===== src/rtl/range_stream_driver.sv =====
// Buffers a host burst and replays it on the range-finder go/data/finish stream,
// capturing the reported range. Define RANGE_STREAM_CHECK_EN to build the min/max range check.
module range_stream_driver #(
   parameter int WIDTH = 8,
   parameter int DEPTH = 8
) (
   input  logic             clock_i,
   input  logic             reset_i,
   input  logic             wr_valid_i,
   input  logic [WIDTH-1:0] wr_data_i,
   output logic             wr_ready_o,
   input  logic             start_i,
   output logic             go_o,
   output logic [WIDTH-1:0] data_out_o,
   output logic             finish_o,
   input  logic [WIDTH-1:0] range_in_i,
   output logic             busy_o,
   output logic             done_o,
   output logic [WIDTH-1:0] range_out_o,
   output logic             underrun_o,
   output logic             mismatch_o
);

   localparam int AW = $clog2(DEPTH);
   localparam int CW = AW + 1;
   localparam logic [CW-1:0] DepthC = CW'(DEPTH);
   localparam logic [CW-1:0] OneC   = CW'(1);
   localparam logic [CW-1:0] TwoC   = CW'(2);

   typedef enum logic [1:0] {IDLE, FIRST, STREAM, LAST} state_e;

   state_e           state_q, state_d;
   logic [AW-1:0]    wr_ptr_q, rd_ptr_q;
   logic [CW-1:0]    count_q, count_d, count_eff;
   logic [WIDTH-1:0] mem_q [DEPTH];
   logic [WIDTH-1:0] pop_data;
   logic             wr_en, pop;

   logic             go_q, go_d, finish_q, finish_d, busy_q, busy_d;
   logic             done_q, done_d, underrun_q, underrun_d, wr_ready_q, wr_ready_d;
   logic [WIDTH-1:0] data_q, data_d, range_q, range_d;

   assign wr_en     = wr_valid_i & wr_ready_q;
   assign count_eff = count_q + CW'(wr_en);
   assign pop_data  = mem_q[rd_ptr_q];

   always_ff @(posedge clock_i) begin
      if (reset_i) begin
         state_q    <= IDLE;
         wr_ptr_q   <= '0;
         rd_ptr_q   <= '0;
         count_q    <= '0;
         go_q       <= 1'b0;
         finish_q   <= 1'b0;
         busy_q     <= 1'b0;
         done_q     <= 1'b0;
         underrun_q <= 1'b0;
         wr_ready_q <= 1'b1;
         data_q     <= '0;
         range_q    <= '0;
      end else begin
         state_q    <= state_d;
         wr_ptr_q   <= wr_en ? wr_ptr_q + AW'(1) : wr_ptr_q;
         rd_ptr_q   <= pop ? rd_ptr_q + AW'(1) : rd_ptr_q;
         count_q    <= count_d;
         go_q       <= go_d;
         finish_q   <= finish_d;
         busy_q     <= busy_d;
         done_q     <= done_d;
         underrun_q <= underrun_d;
         wr_ready_q <= wr_ready_d;
         data_q     <= data_d;
         range_q    <= range_d;
      end
   end

   always_ff @(posedge clock_i) begin
      if (wr_en) mem_q[wr_ptr_q] <= wr_data_i;
   end

   // count_q already excludes sample 0 once in FIRST, so it is the number still to send.
   always_comb begin
      state_d = state_q;
      unique case (state_q)
         IDLE:          if (start_i && (count_eff >= TwoC)) state_d = FIRST;
         FIRST, STREAM: state_d = (count_q > OneC) ? STREAM : LAST;
         LAST:          state_d = IDLE;
         default:       state_d = IDLE;
      endcase
   end

   // Outputs are registered: each value is computed for the state being entered.
   always_comb begin
      pop        = (state_d != IDLE);
      go_d       = (state_d == FIRST);
      finish_d   = (state_d == LAST);
      busy_d     = (state_d != IDLE);
      data_d     = pop ? pop_data : data_q;
      done_d     = (state_q == LAST);
      underrun_d = (state_q == IDLE) && start_i && (count_eff < TwoC);
      count_d    = count_eff - CW'(pop);
      wr_ready_d = (state_d == IDLE) && (count_d < DepthC);
      range_d    = (state_q == LAST) ? range_in_i : range_q;
   end

`ifdef RANGE_STREAM_CHECK_EN
   logic [WIDTH-1:0] min_q, min_d, max_q, max_d;
   logic             mismatch_q, mismatch_d;

   // Running min/max seeded by sample 0; complete by LAST since the final pop precedes it.
   always_comb begin
      min_d      = min_q;
      max_d      = max_q;
      mismatch_d = mismatch_q;
      if (state_d == FIRST) begin
         min_d = pop_data;
         max_d = pop_data;
      end else if (pop) begin
         if (pop_data < min_q) min_d = pop_data;
         if (pop_data > max_q) max_d = pop_data;
      end
      if (state_q == LAST) mismatch_d = (range_in_i != (max_q - min_q));
   end

   always_ff @(posedge clock_i) begin
      if (reset_i) begin
         min_q      <= '0;
         max_q      <= '0;
         mismatch_q <= 1'b0;
      end else begin
         min_q      <= min_d;
         max_q      <= max_d;
         mismatch_q <= mismatch_d;
      end
   end

   assign mismatch_o = mismatch_q;
`else
   assign mismatch_o = 1'b0;
`endif

   assign wr_ready_o  = wr_ready_q;
   assign go_o        = go_q;
   assign data_out_o  = data_q;
   assign finish_o    = finish_q;
   assign busy_o      = busy_q;
   assign done_o      = done_q;
   assign range_out_o = range_q;
   assign underrun_o  = underrun_q;

endmodule


===== config.mk =====
export PLATFORM = sky130hd
export DESIGN_NAME = range_stream_driver
export DESIGN_NICKNAME = d
export VERILOG_FILES = /design/src/rtl/range_stream_driver.sv
export SDC_FILE = /design/constraint.sdc
export NUM_CORES = 1
export LEC_CHECK = 0
export ABC_AREA = 1
export BUFFER_PORTS_ARGS = -buffer_cell sky130_fd_sc_hd__buf_4
export CAP_MARGIN = 0
export CORE_MARGIN = 2
export CORE_UTILIZATION = 52
export CTS_CLUSTER_SIZE = 10
export DETAILED_ROUTE_END_ITERATION = 7
export GPL_TIMING_DRIVEN = 0
export PLACE_DENSITY = 0.79
export SLEW_MARGIN = 20
export SYNTH_ARGS = -nofsm -noshare
export SYNTH_HDL_FRONTEND = slang
export SYNTH_SLANG_ARGS = --single-unit

===== constraint.sdc =====
create_clock -name clock_i -period 2.2 [get_ports clock_i]
set_clock_uncertainty 0.1 [all_clocks]
set_input_delay 0.22 -clock clock_i [delete_from_list [all_inputs] [get_ports clock_i]]
set_output_delay 0.22 -clock clock_i [all_outputs]
set_load 0.005 [all_outputs]

==> results of run 1 <==
[power by group through the flow]
stage | Combinational [uW] | Sequential (uW) | Clock (uW)
after floorplan | 1700 | 2390 | 0
after global placement | 2300 | 2390 | 0
after detailed placement | 2370 | 2400 | 0
after CTS | 2530 | 2360 | 1120
after global routing | 2930 | 2390 | 1200
final | 2590 | 2360 | 1110
[per-stage QoR]
step                      total power, uW  instance area (um^2)
after detailed placement             4770                  4510
after floorplan                      4090                  4080
after global placement               4690                  4510
final                                6070                  4930
after global routing                 6520                  4930
after CTS                            6020                  4880
[cells by family after synthesis]
| logic type | share of synthesized area [%] |
|---|---|
| adder cells (fa/ha/maj) | 2.48 |
| other | 0.0928 |
| buffers and inverters | 4.49 |
| AO/OA/AOI/OAI | 6.19 |
| flip-flops | 64.4 |
| AND/OR/NAND/NOR | 22.1 |
| XOR/XNOR | 0.217 |
[worst max-delay path, stage by stage (launching register included)]
cell and delay (ns):
dfxtp_2 0.37, nand2_4 0.07, inv_4 0.06, ha_4 0.14, ha_4 0.13, inv_1 0.03, nand2_1 0.06, nand2_2 0.07
nor2_4 0.15, nand2_4 0.08, nand2_8 0.07, nand3_4 0.07, ha_4 0.17, nand2_2 0.08, o21ai_0 0.11, a21oi_1 0.23
nor2_1 0.09
[flip-flops by register name, summed over array words and instances (netlist names), 2 cells and up]
signal / cells
rd_ptr_q: 3
range_out_o: 8
count_q: 4
wr_ptr_q: 3
mem_q: 64
state_q: 2
data_out_o: 8
[worst paths after layout]
kind,slack (ns),end,from
max reg2reg,0.02,wr_ready_o,wr_ready_o
max,0.02,wr_ready_o,wr_ready_o
min reg2reg,0.40,data_out_o[6],data_out_o[6]
min,0.0002,range_out_o[2],range_in_i[2]
[cell usage in the layout, fill, tap and decap left out, types with 2 or more instances in the layout]
cell type	count
clkbuf_8	9
buf_4	59
ha_1	4
nor2_1	67
nor2_4	2
clkinvlp_4	2
nand2_1	110
nand3_1	8
edfxtp_1	64
a21oi_1	11
o21ai_0	27
inv_2	3
nor2_2	3
nand4_1	8
ha_4	3
clkbuf_1	6
dlygate4sd3_1	14
nand2_2	7
buf_2	6
o21ai_1	7
dfxtp_1	33
nand2_4	2
inv_1	16
[cell type report]
class,count,area [um^2]
multi-input combinational,267,1310
buffer,15,82.6
timing repair buffer,68,546
clock buffer,11,131
inverter,21,81.3
fill,584,2710
clock inverter,5,55.1
tap,102,128
sequential,98,2600
[routing by layer]
layer | global-route usage [%] | share of wire (%) | vias up
li1 | - | - | 1486
met1 | 26.4 | 42 | 1430
met2 | 35.3 | 50 | 106
met3 | 4.85 | 5.9 | 15
met4 | 8.08 | 1.8 | 0
met5 | 0 | 0 | -
[repair_timing]
item,CTS,global route
gates resized for setup,2,2
endpoints found under the hold margin,49,11
pin swaps,5,6
buffers inserted,7,6
gates cloned,0,0
endpoints found under the setup margin,5,4
hold buffers,12,2
==> reports/metrics.csv, run 1 <==
stage,metric,value,unit
status,outcome,completed,
power_and_ir_drop,Pwr Density,1230,nW/um^2
synth,Commonest cells post-synth,"nand2_1 (112), nor2_1 (67), edfxtp_1 (64), dfxtp_1 (34), o21ai_0 (28)",
die,Top-Level Pins,43,
detailed_routing,DRT Pass-1 Iters,5,
global_routing,grt total ovfl,0,
synth,post-synth top area share,47.6,%
detailed_routing,Total Wirelength,8490,um
synth,Post-synth top flop,edfxtp_1,
synth,Synth area leader,edfxtp_1,
power_and_ir_drop,Sw Ratio,36.9,%
global_routing,first-pass GRT wire length,13700,um
min_path,min-delay worst type,in2reg,
die,die footprint,8490,um^2
synth,"Cell Area, Synth",4040,um^2
global_routing,gr usage total,21.0,%
sta,Peak Freq,458,MHz
place,placer congestion estimate,0.808,
setup_path,Reg2Reg Depth,16,
sta,worst hold slack,0.000218,ns
cts,# H-tree levels,3,
die,die height,92.2,um
power_and_ir_drop,Leak,0.00204,uW
synth,asr flop ratio synth,0,%
power_and_ir_drop,Logic pwr share,42.7,%
sta,Slew HR,31.4,%
die,Starting Density,52.8,%
setup_path,Worst EP arrival,2.33,ns
sta,final worst-path setup slack,0.0185,ns
place,Port Buffers,41,
cts,Clock Latency Late Sink,0.36,ns
power_and_ir_drop,Clock power frac,18.4,%
setup_path,crit path max fanout,4,
synth,Area contributors post-synth,"edfxtp_1 (48%), dfxtp_1 (17%), nand2_1 (10%)",
detailed_routing,vias per inst,5.17,
power_and_ir_drop,Int Pwr,3830,uW
place,DP Wirelength,5460,um
place,placed insts,545,
die,row count,32,
min_path,WHS Path Cells,3,
power_and_ir_drop,Psw,2240,uW
sta,Max Slew Vio Count,0,
synth,YS warnings,0,
cts,Worst-path clk slew,0.10,ns
sta,Final Hold Viols,0,
final_layout,Final Core Density,64.5,%
detailed_routing,DRC errors left,0,
global_routing,vias in the first global route,2886,
synth,"Distinct cells, synth",28,
synth,Mapped Nets,430,
run,Max-Cap Viols,0,
cts,clk root buf,clkbuf_8,
final_layout,non-filler cells in the finished layout,587,
synth,syn_area_per_cell,10.1,um^2
detailed_routing,initial drt markers,303,
synth,Synth Instances,402,
setup_path,Startpoint Class,flop,
global_routing,largest net degree at the start of global routing,16,
sta,crit path time final,2.18,ns
synth,Post-synth EDFFs,64,
synth,most common cell in the synthesized netlist,nand2_1,
final_layout,ANT cells,0,
power_and_ir_drop,Seq pwr share,39.0,%
final_layout,share of layout cells above drive strength 1,21.9,%
setup_path,crit path kind,reg2reg,
place,pre-CTS WS,-0.221,ns
global_routing,antenna violations before repair,0,
sta,Final Setup Violations,0,
cts,CTS tree,yes,
power_and_ir_drop,VDD IR-drop max,0.564,mV
detailed_routing,Antenna Violating Nets Remaining,0,
cts,maximum buffer depth of the clock tree,2,
final_layout,Layout area overhead,22.1,%
synth,Seq cells post-synth,98,
sta,Setup TNS,0,ns
sta,final worst-path cycle share,99.2,%
sta,Least-Margin Pin Slew,1.03,ns
die,Die X,92.2,um
die,core region area,7650,um^2
detailed_routing,vias,3037,
final_layout,# nets final,508,
detailed_routing,Routed wire per std cell,14.5,um
setup_path,Worst setup EP type,flop,
cts,CTS buffer count,9,
cts,clock sink total,98,
synth,post-synthesis sequential area ratio,64.4,%
setup_path,WP data required,2.35,ns
Power figures use the tool's default switching activity.
==> run 2, diff against run 1 <==
RECOVER_POWER = 50   (was unset)
clock period = 1.8 ns   (was 2.2 ns; I/O delays follow)
==> run 2 against run 1 <==
  * The run now ends with setup timing left
  * Global-route usage increased by 0.88 points
  * Die area unchanged
  * Setup slack got worse by 0.33 ns
  * Clock-buffer cell count decreased by 2
  * Final area increased by 3.6%
  * Via count increased by 1.1%
  * First-iteration DRC count decreased by 43%
==> reports/metrics.csv, run 2 (same netlist as run 1, synthesis figures left out) <==
stage,metric,value,unit,change
run,Max-Cap Viols,0,,unchanged
cts,maximum buffer depth of the clock tree,2,,unchanged
cts,CTS tree,yes,,unchanged
setup_path,crit path max fanout,2,,was 4
final_layout,Final Core Density,66.8,%,was 64.5%
setup_path,Worst R2R Setup Slack,-0.31,ns,was 0.02 ns
setup_path,CP Cell Sequence,nand2_4 > inv_4 > ha_4 > ha_4 > inv_2 > nand2_2 > nand2_2 > nor2_4 > nand2_4 > nand2_8 > nand3_4 > buf_12 > ha_4 > nand2_4 > o21ai_2 > a21oi_2 > nor2_2,,was nand2_4 > inv_4 > ha_4 > ha_4 > inv_1 > nand2_1 > nand2_2 > nor2_4 > nand2_4 > nand2_8 > nand3_4 > ha_4 > nand2_2 > o21ai_0 > a21oi_1 > nor2_1
cts,clk root buf,clkbuf_8,,unchanged
setup_path,Worst setup EP type,flop,,unchanged
detailed_routing,initial drt markers,172,,was 303
power_and_ir_drop,VDD IR-drop max,0.749,mV,was 0.564 mV
sta,crit path time final,2.11,ns,was 2.18 ns
final_layout,"Most flops, register",mem_q,,unchanged
sta,Setup TNS,-2.67,ns,was 0 ns
setup_path,crit path kind,reg2reg,,unchanged
final_layout,# nets final,514,,was 508
final_layout,Layout area overhead,26.5,%,was 22.1%
final_layout,ANT cells,0,,unchanged
sta,Slew HR,59.4,%,was 31.4%
die,core region area,7650,um^2,unchanged
detailed_routing,vias per inst,5.19,,was 5.17
setup_path,crit-path max cell delay,0.37,ns,about the same
final_layout,non-filler cells in the finished layout,592,,was 587
sta,Least-Margin Pin Slew,0.609,ns,was 1.03 ns
detailed_routing,DRC errors left,0,,unchanged
setup_path,CP top delay family,simple AND/OR/NAND/NOR gates,,unchanged
detailed_routing,WL met3,492,um,was 503 um
cts,# H-tree levels,3,,unchanged
global_routing,vias in the first global route,3046,,"was 2,886"
detailed_routing,top sig layer,met4,,unchanged
sta,Final Hold Viols,0,,unchanged
die,Top-Level Pins,43,,unchanged
sta,Max Slew Vio Count,0,,unchanged
power_and_ir_drop,Pwr Density,1570,nW/um^2,was 1230 nW/um^2
die,Starting Density,52.8,%,unchanged
power_and_ir_drop,Psw,2910,uW,was 2240 uW
final_layout,share of layout cells above drive strength 1,24.3,%,was 21.9%
global_routing,gr usage total,21.9,%,was 21.0%
global_routing,first-pass GRT wire length,14100,um,"was 13,700 um"
global_routing,antenna violations before repair,0,,unchanged
final_layout,max reg flops,64,,unchanged
detailed_routing,Routed wire per std cell,15.1,um,was 14.5 um
power_and_ir_drop,Int Pwr,5120,uW,was 3830 uW
cts,Worst-path clk slew,0.09,ns,was 0.10 ns
global_routing,grt total ovfl,0,,unchanged
place,Port Buffers,41,,unchanged
setup_path,Buf/Inv on CP,3,,was 2
detailed_routing,DRT Pass-1 Iters,5,,unchanged
sta,worst hold slack,0.243,ns,was 0.000218 ns
cts,CTS buffer count,9,,unchanged
detailed_routing,Total Wirelength,8970,um,was 8490 um
setup_path,"Max stage delay cell, worst path",dfxtp_2,,unchanged
power_and_ir_drop,Logic pwr share,43.7,%,was 42.7%
global_routing,largest net degree at the start of global routing,16,,unchanged
setup_path,WP data required,1.96,ns,was 2.35 ns
detailed_routing,Antenna Violating Nets Remaining,0,,unchanged
status,failing checks,setup timing,,
sta,final worst-path cycle share,117,%,was 99.2%
place,placed insts,545,,unchanged
detailed_routing,WL met2,4450,um,was 4230 um
detailed_routing,vias,3070,,"was 3,037"
die,row count,32,,unchanged
power_and_ir_drop,Clock power frac,20.3,%,was 18.4%
place,placer congestion estimate,0.841,,was 0.808
place,pre-CTS WS,-0.553,ns,was -0.221 ns
power_and_ir_drop,Seq pwr share,36.0,%,was 39.0%
cts,clock sink total,98,,unchanged
setup_path,Startpoint Class,flop,,unchanged
sta,Peak Freq,473,MHz,was 458 MHz
sta,Final Setup Violations,20,,was 0
die,die footprint,8490,um^2,unchanged
cts,Clock Latency Late Sink,0.37,ns,was 0.36 ns
status,outcome,finished with violations,,was completed
sta,final worst-path setup slack,-0.314,ns,was 0.0185 ns
detailed_routing,DRT met1 WL,3790,um,was 3600 um
die,die height,92.2,um,unchanged
place,DP Wirelength,5440,um,was 5460 um
die,Die X,92.2,um,unchanged
sta,RSZ-0062 raised after global routing,yes,,
power_and_ir_drop,Sw Ratio,36.2,%,was 36.9%
setup_path,Worst EP arrival,2.27,ns,was 2.33 ns
power_and_ir_drop,Leak,0.00207,uW,was 0.00204 uW
min_path,min-delay worst type,in2reg,,unchanged
final_layout,most frequent cells in the layout,"nand2_1 (108), edfxtp_1 (64), nor2_1 (56), buf_4 (36), dfxtp_1 (33)",,"was nand2_1 (110), nor2_1 (67), edfxtp_1 (64), buf_4 (59), dfxtp_1 (33)"
final_layout,"most common cell after layout, fill and taps aside",nand2_1,,unchanged
run 2: path summary, 6_finish.rpt:
| path | from | to | cells past startpoint |
|---|---|---|---|
| setup / recovery | wr_ready_o | wr_ready_o | 17 |
| hold / removal | wr_valid_i | wr_ptr_q[2] | 6 |
| setup reg to reg | wr_ready_o | wr_ready_o | 17 |
| hold reg to reg | wr_ptr_q[0] | wr_ptr_q[0] | 2 |
run 2: timing repair:
item / CTS / global route
gates cloned: 0 / 0
setup endpoints to repair: 57 / 28
endpoints found under the hold margin: 76 / 0
hold buffers: 18 / 0
gates resized for setup: 10 / 18
setup buffers: 10 / 5
pin swaps: 8 / 6
run 2: power groups by stage:
| stage | Sequential, uW | Clock, uW | Combinational, uW |
|---|---|---|---|
| final | 2890 | 1630 | 3510 |
| after global routing | 2920 | 1720 | 3870 |
| after floorplan | 2920 | 0 | 2160 |
| after global placement | 2920 | 0 | 2880 |
| after detailed placement | 2930 | 0 | 2970 |
| after CTS | 2880 | 1650 | 3230 |
run 2: worst reg2reg max path: cells and delay by family, from the launching register on:
| kind | cells | cell delay (ns) |
|---|---|---|
| AO/OA/AOI/OAI | 2 | 0.21 |
| AND/OR/NAND/NOR | 9 | 0.68 |
| adder cells (fa/ha/maj) | 3 | 0.43 |
| flip-flops | 1 | 0.37 |
| buffers and inverters | 3 | 0.22 |
run 2: cell type report:
| class | instances | area (um^2) |
|---|---|---|
| Clock inverter | 6 | 106 |
| Inverter | 21 | 81.3 |
| Clock buffer | 9 | 124 |
| Multi-Input combinational cell | 267 | 1400 |
| Buffer | 16 | 103 |
| Fill cell | 544 | 2540 |
| Timing Repair Buffer | 73 | 571 |
| Sequential cell | 98 | 2600 |
| Tap cell | 102 | 128 |
run 2: per-stage QoR:
| step | power (uW) | instance area [um^2] |
|---|---|---|
| final | 8030 | 5110 |
| after global routing | 8520 | 5110 |
| after CTS | 7760 | 5040 |
| after detailed placement | 5900 | 4530 |
| after global placement | 5800 | 4530 |
| after floorplan | 5080 | 4100 |
run 2: per-layer routing:
layer / vias up / global-route usage (%)
met3: 21 / 4.60
li1: 1491 / -
met5: - / 0
met4: 0 / 12.2
met1: 1452 / 26.8
met2: 106 / 36.0
==> run 3, diff against run 2 <==
ABC_AREA = unset   (was 1)
CORE_UTILIZATION = 25   (was 52)
MAX_ROUTING_LAYER = met4   (was unset)
PLACE_DENSITY = 0.46   (was 0.79)
==> run 3 against run 2 <==
  * The flow still finishes with violations (setup timing)
  * Global-route usage down 10 points
  * Clock-buffer cell count unchanged
  * Total power up 5.5%
  * Final area up 3.6%
  * Area after synthesis down 4.1%
  * Sequential power about the same
  * Critical path type unchanged
  * Worst hold slack worse by 0.21 ns
==> reports/metrics.csv, run 3 <==
stage,metric,value,unit,change
status,outcome,finished with violations,,unchanged
status,failing checks,setup timing,,unchanged
synth,post-synth top area share,49.6,%,was 47.6%
synth,asr flop ratio synth,0,%,unchanged
final_layout,Layout area overhead,36.7,%,was 26.5%
min_path,min-delay worst type,in2reg,,unchanged
final_layout,ANT cells,0,,unchanged
detailed_routing,vias,2302,,"was 3,070"
sta,Slew HR,57.5,%,was 59.4%
final_layout,most frequent cells in the layout,"edfxtp_1 (64), buf_4 (33), dfxtp_1 (33), nor2_1 (19)",,"was nand2_1 (108), edfxtp_1 (64), nor2_1 (56), buf_4 (36), dfxtp_1 (33)"
synth,syn_area_per_cell,16.0,um^2,was 10.1 um^2
cts,Worst-path clk slew,0.07,ns,was 0.09 ns
sta,worst hold slack,0.0375,ns,was 0.243 ns
final_layout,non-filler cells in the finished layout,525,,was 592
cts,Clock Latency Late Sink,0.36,ns,was 0.37 ns
cts,CTS buffer count,9,,unchanged
final_layout,"most common cell after layout, fill and taps aside",edfxtp_1,,was nand2_1
global_routing,first-pass GRT wire length,13500,um,"was 14,100 um"
sta,final worst-path setup slack,-0.479,ns,was -0.314 ns
setup_path,crit path kind,reg2reg,,unchanged
global_routing,vias in the first global route,2355,,"was 3,046"
global_routing,gr usage total,11.9,%,was 21.9%
final_layout,Sequential Area,2610,um^2,was 2600 um^2
synth,Commonest cells post-synth,"edfxtp_1 (64), dfxtp_1 (34), nor2_1 (30), mux2i_1 (17), mux4_2 (16)",,"was nand2_1 (112), nor2_1 (67), edfxtp_1 (64), dfxtp_1 (34), o21ai_0 (28)"
setup_path,Reg2Reg Depth,12,,was 17
min_path,WHS Path Cells,2,,was 6
synth,Post-synth top flop,edfxtp_1,,unchanged
synth,Seq cells post-synth,98,,unchanged
sta,Max Slew Vio Count,0,,unchanged
die,Top-Level Pins,43,,unchanged
synth,most common cell in the synthesized netlist,edfxtp_1,,was nand2_1
cts,clk root buf,clkbuf_16,,was clkbuf_8
final_layout,multi-input logic area,1390,um^2,was 1400 um^2
setup_path,Critical Path Stages,12,,was 17
detailed_routing,initial drt markers,87,,was 172
place,DP Wirelength,5660,um,was 5440 um
synth,Synth area leader,edfxtp_1,,unchanged
cts,# H-tree levels,3,,unchanged
cts,CTS tree,yes,,unchanged
power_and_ir_drop,Pwr Density,1600,nW/um^2,was 1570 nW/um^2
setup_path,RR Endpoint,wr_ready_o,,unchanged
run,Max-Cap Viols,0,,unchanged
setup_path,crit path max fanout,4,,was 2
detailed_routing,Routed wire per std cell,16.5,um,was 15.1 um
sta,Final Hold Viols,0,,unchanged
power_and_ir_drop,total power,8470,uW,was 8030 uW
synth,Synth Instances,242,,was 402
final_layout,share of layout cells above drive strength 1,39.8,%,was 24.3%
sta,Least-Margin Pin Slew,0.637,ns,was 0.609 ns
cts,clock sink total,98,,unchanged
setup_path,"Max stage delay cell, worst path",dfxtp_4,,was dfxtp_2
setup_path,WP data required,1.97,ns,was 1.96 ns
setup_path,crit-path max cell delay,0.37,ns,about the same
setup_path,Worst EP arrival,2.45,ns,was 2.27 ns
setup_path,CP top delay family,compound AO/OA/AOI/OAI gates,,was simple AND/OR/NAND/NOR gates
setup_path,crit-path most repeated cell,ha_4,,
sta,crit path time final,2.28,ns,was 2.11 ns
power_and_ir_drop,Leak,0.00183,uW,was 0.00207 uW
setup_path,reg2reg start,wr_ready_o,,unchanged
place,pre-CTS WS,-0.769,ns,was -0.553 ns
place,placed insts,477,,was 545
die,core region area,15200,um^2,was 7650 um^2
final_layout,# nets final,360,,was 514
synth,post-synthesis sequential area ratio,67.2,%,was 64.4%
global_routing,largest net degree at the start of global routing,20,,was 16
place,Port Buffers,41,,unchanged
detailed_routing,DRT Pass-1 Iters,4,,was 5
die,Die X,129,um,was 92.2 um
synth,"Distinct cells, synth",34,,was 28
setup_path,Startpoint Class,flop,,unchanged
sta,final worst-path cycle share,127,%,was 117%
final_layout,"Most flops, register",mem_q,,unchanged
die,die footprint,16500,um^2,was 8490 um^2
synth,Post-synth EDFFs,64,,unchanged
detailed_routing,Total Wirelength,8680,um,was 8970 um
setup_path,Buf/Inv on CP,2,,was 3
detailed_routing,DRC errors left,0,,unchanged
final_layout,Fillers,1461,,was 544
sta,RSZ-0062 raised after global routing,yes,,unchanged
setup_path,Worst setup EP type,flop,,unchanged
die,Starting Density,25.5,%,was 52.8%
setup_path,CP Cell Sequence,nand2_8 > inv_6 > ha_4 > a21o_1 > a2111oi_4 > o21ai_2 > buf_6 > ha_4 > nor3b_4 > xnor2_1 > nor2_1 > nor3_1,,was nand2_4 > inv_4 > ha_4 > ha_4 > inv_2 > nand2_2 > nand2_2 > nor2_4 > nand2_4 > nand2_8 > nand3_4 > buf_12 > ha_4 > nand2_4 > o21ai_2 > a21oi_2 > nor2_2
min_path,Worst Hold Launch,start_i,,was wr_valid_i
synth,YS warnings,0,,unchanged
power_and_ir_drop,VDD IR-drop max,0.694,mV,was 0.749 mV
setup_path,Worst R2R Setup Slack,-0.48,ns,was -0.31 ns
final_layout,max reg flops,64,,unchanged
cts,maximum buffer depth of the clock tree,2,,unchanged
die,die height,129,um,was 92.2 um
global_routing,antenna violations before repair,0,,unchanged
synth,Area contributors post-synth,"edfxtp_1 (50%), dfxtp_1 (18%), mux4_2 (9.3%)",,"was edfxtp_1 (48%), dfxtp_1 (17%), nand2_1 (10%)"
detailed_routing,Antenna Violating Nets Remaining,0,,unchanged
sta,Peak Freq,439,MHz,was 473 MHz
place,placer congestion estimate,0.695,,was 0.841
global_routing,grt total ovfl,0,,unchanged
synth,Mapped Nets,270,,was 430
final_layout,Final Core Density,34.8,%,was 66.8%
synth,"Cell Area, Synth",3870,um^2,was 4040 um^2
min_path,hold endpoint,underrun_o,,was wr_ptr_q[2]
die,row count,45,,was 32
sta,Final Setup Violations,20,,unchanged
detailed_routing,vias per inst,4.38,,was 5.19
==> run 3: power breakdown <==
group | internal, uW | leakage [uW] | switching (uW)
Combinational | 2000 | 0.000826 | 1640
Clock | 976 | 0.000142 | 931
Sequential | 2700 | 0.000858 | 225
Total | 5670 | 0.00183 | 2800
==> run 3: cells by family after synthesis <==
group / synth area share [%]
DFF: 67.2
and+or+nand+nor: 6.43
muxes: 13.7
AOI/OAI and AO/OA: 5.84
buffers and inverters: 2.62
adders and majority gates: 2.58
xor gates and xnor gates: 1.58
other: 0.0968
==> run 3: cell type report <==
| class | instances | share of cell area (%) |
|---|---|---|
| Buffer | 12 | 1.65 |
| Timing Repair Buffer | 79 | 12.4 |
| Sequential cell | 98 | 49.2 |
| Tap cell | 188 | 4.44 |
| Inverter | 7 | 0.638 |
| Multi-Input combinational cell | 125 | 26.2 |
| Clock buffer | 9 | 4.25 |
| Clock inverter | 7 | 1.28 |
==> run 3: layer usage <==
metal	GRT usage, %	wire length [um]
met5	-	0
met4	6.14	189
met3	2.99	486
met2	17.7	4100
met1	15.0	3910
==> run 3: worst max path at each step <==
stage	start	endpoint	slack (ns)
2_1_floorplan	wr_ready_o	wr_ready_o	-0.49
3_3_place_gp	wr_ready_o	mem_q[0][7]	-1.08
3_5_place_dp	wr_ready_o	wr_ready_o	-0.77
4_1_cts	wr_ready_o	wr_ready_o	-0.54
5_1_grt	wr_ready_o	wr_ready_o	-0.61
6_report	wr_ready_o	wr_ready_o	-0.48
==> run 3: timing repair <==
| item | in CTS | in global routing |
|---|---|---|
| cloned | 2 | 0 |
| endpoints found under the setup margin | 44 | 45 |
| hold buffers | 17 | 0 |
| hold endpoints to repair | 74 | 0 |
| setup buffers | 11 | 2 |
| pin swaps | 12 | 3 |
| gates resized for setup | 22 | 5 |
==> run 3: metrics by stage <==
step / area [um^2] / setup TNS, ns
after floorplan: 4000 / -3.15
after global placement: 4540 / -35.49
after detailed placement: 4610 / -12.22
after CTS: 5290 / -6.41
after global routing: 5300 / -7.80
final: 5300 / -6.10
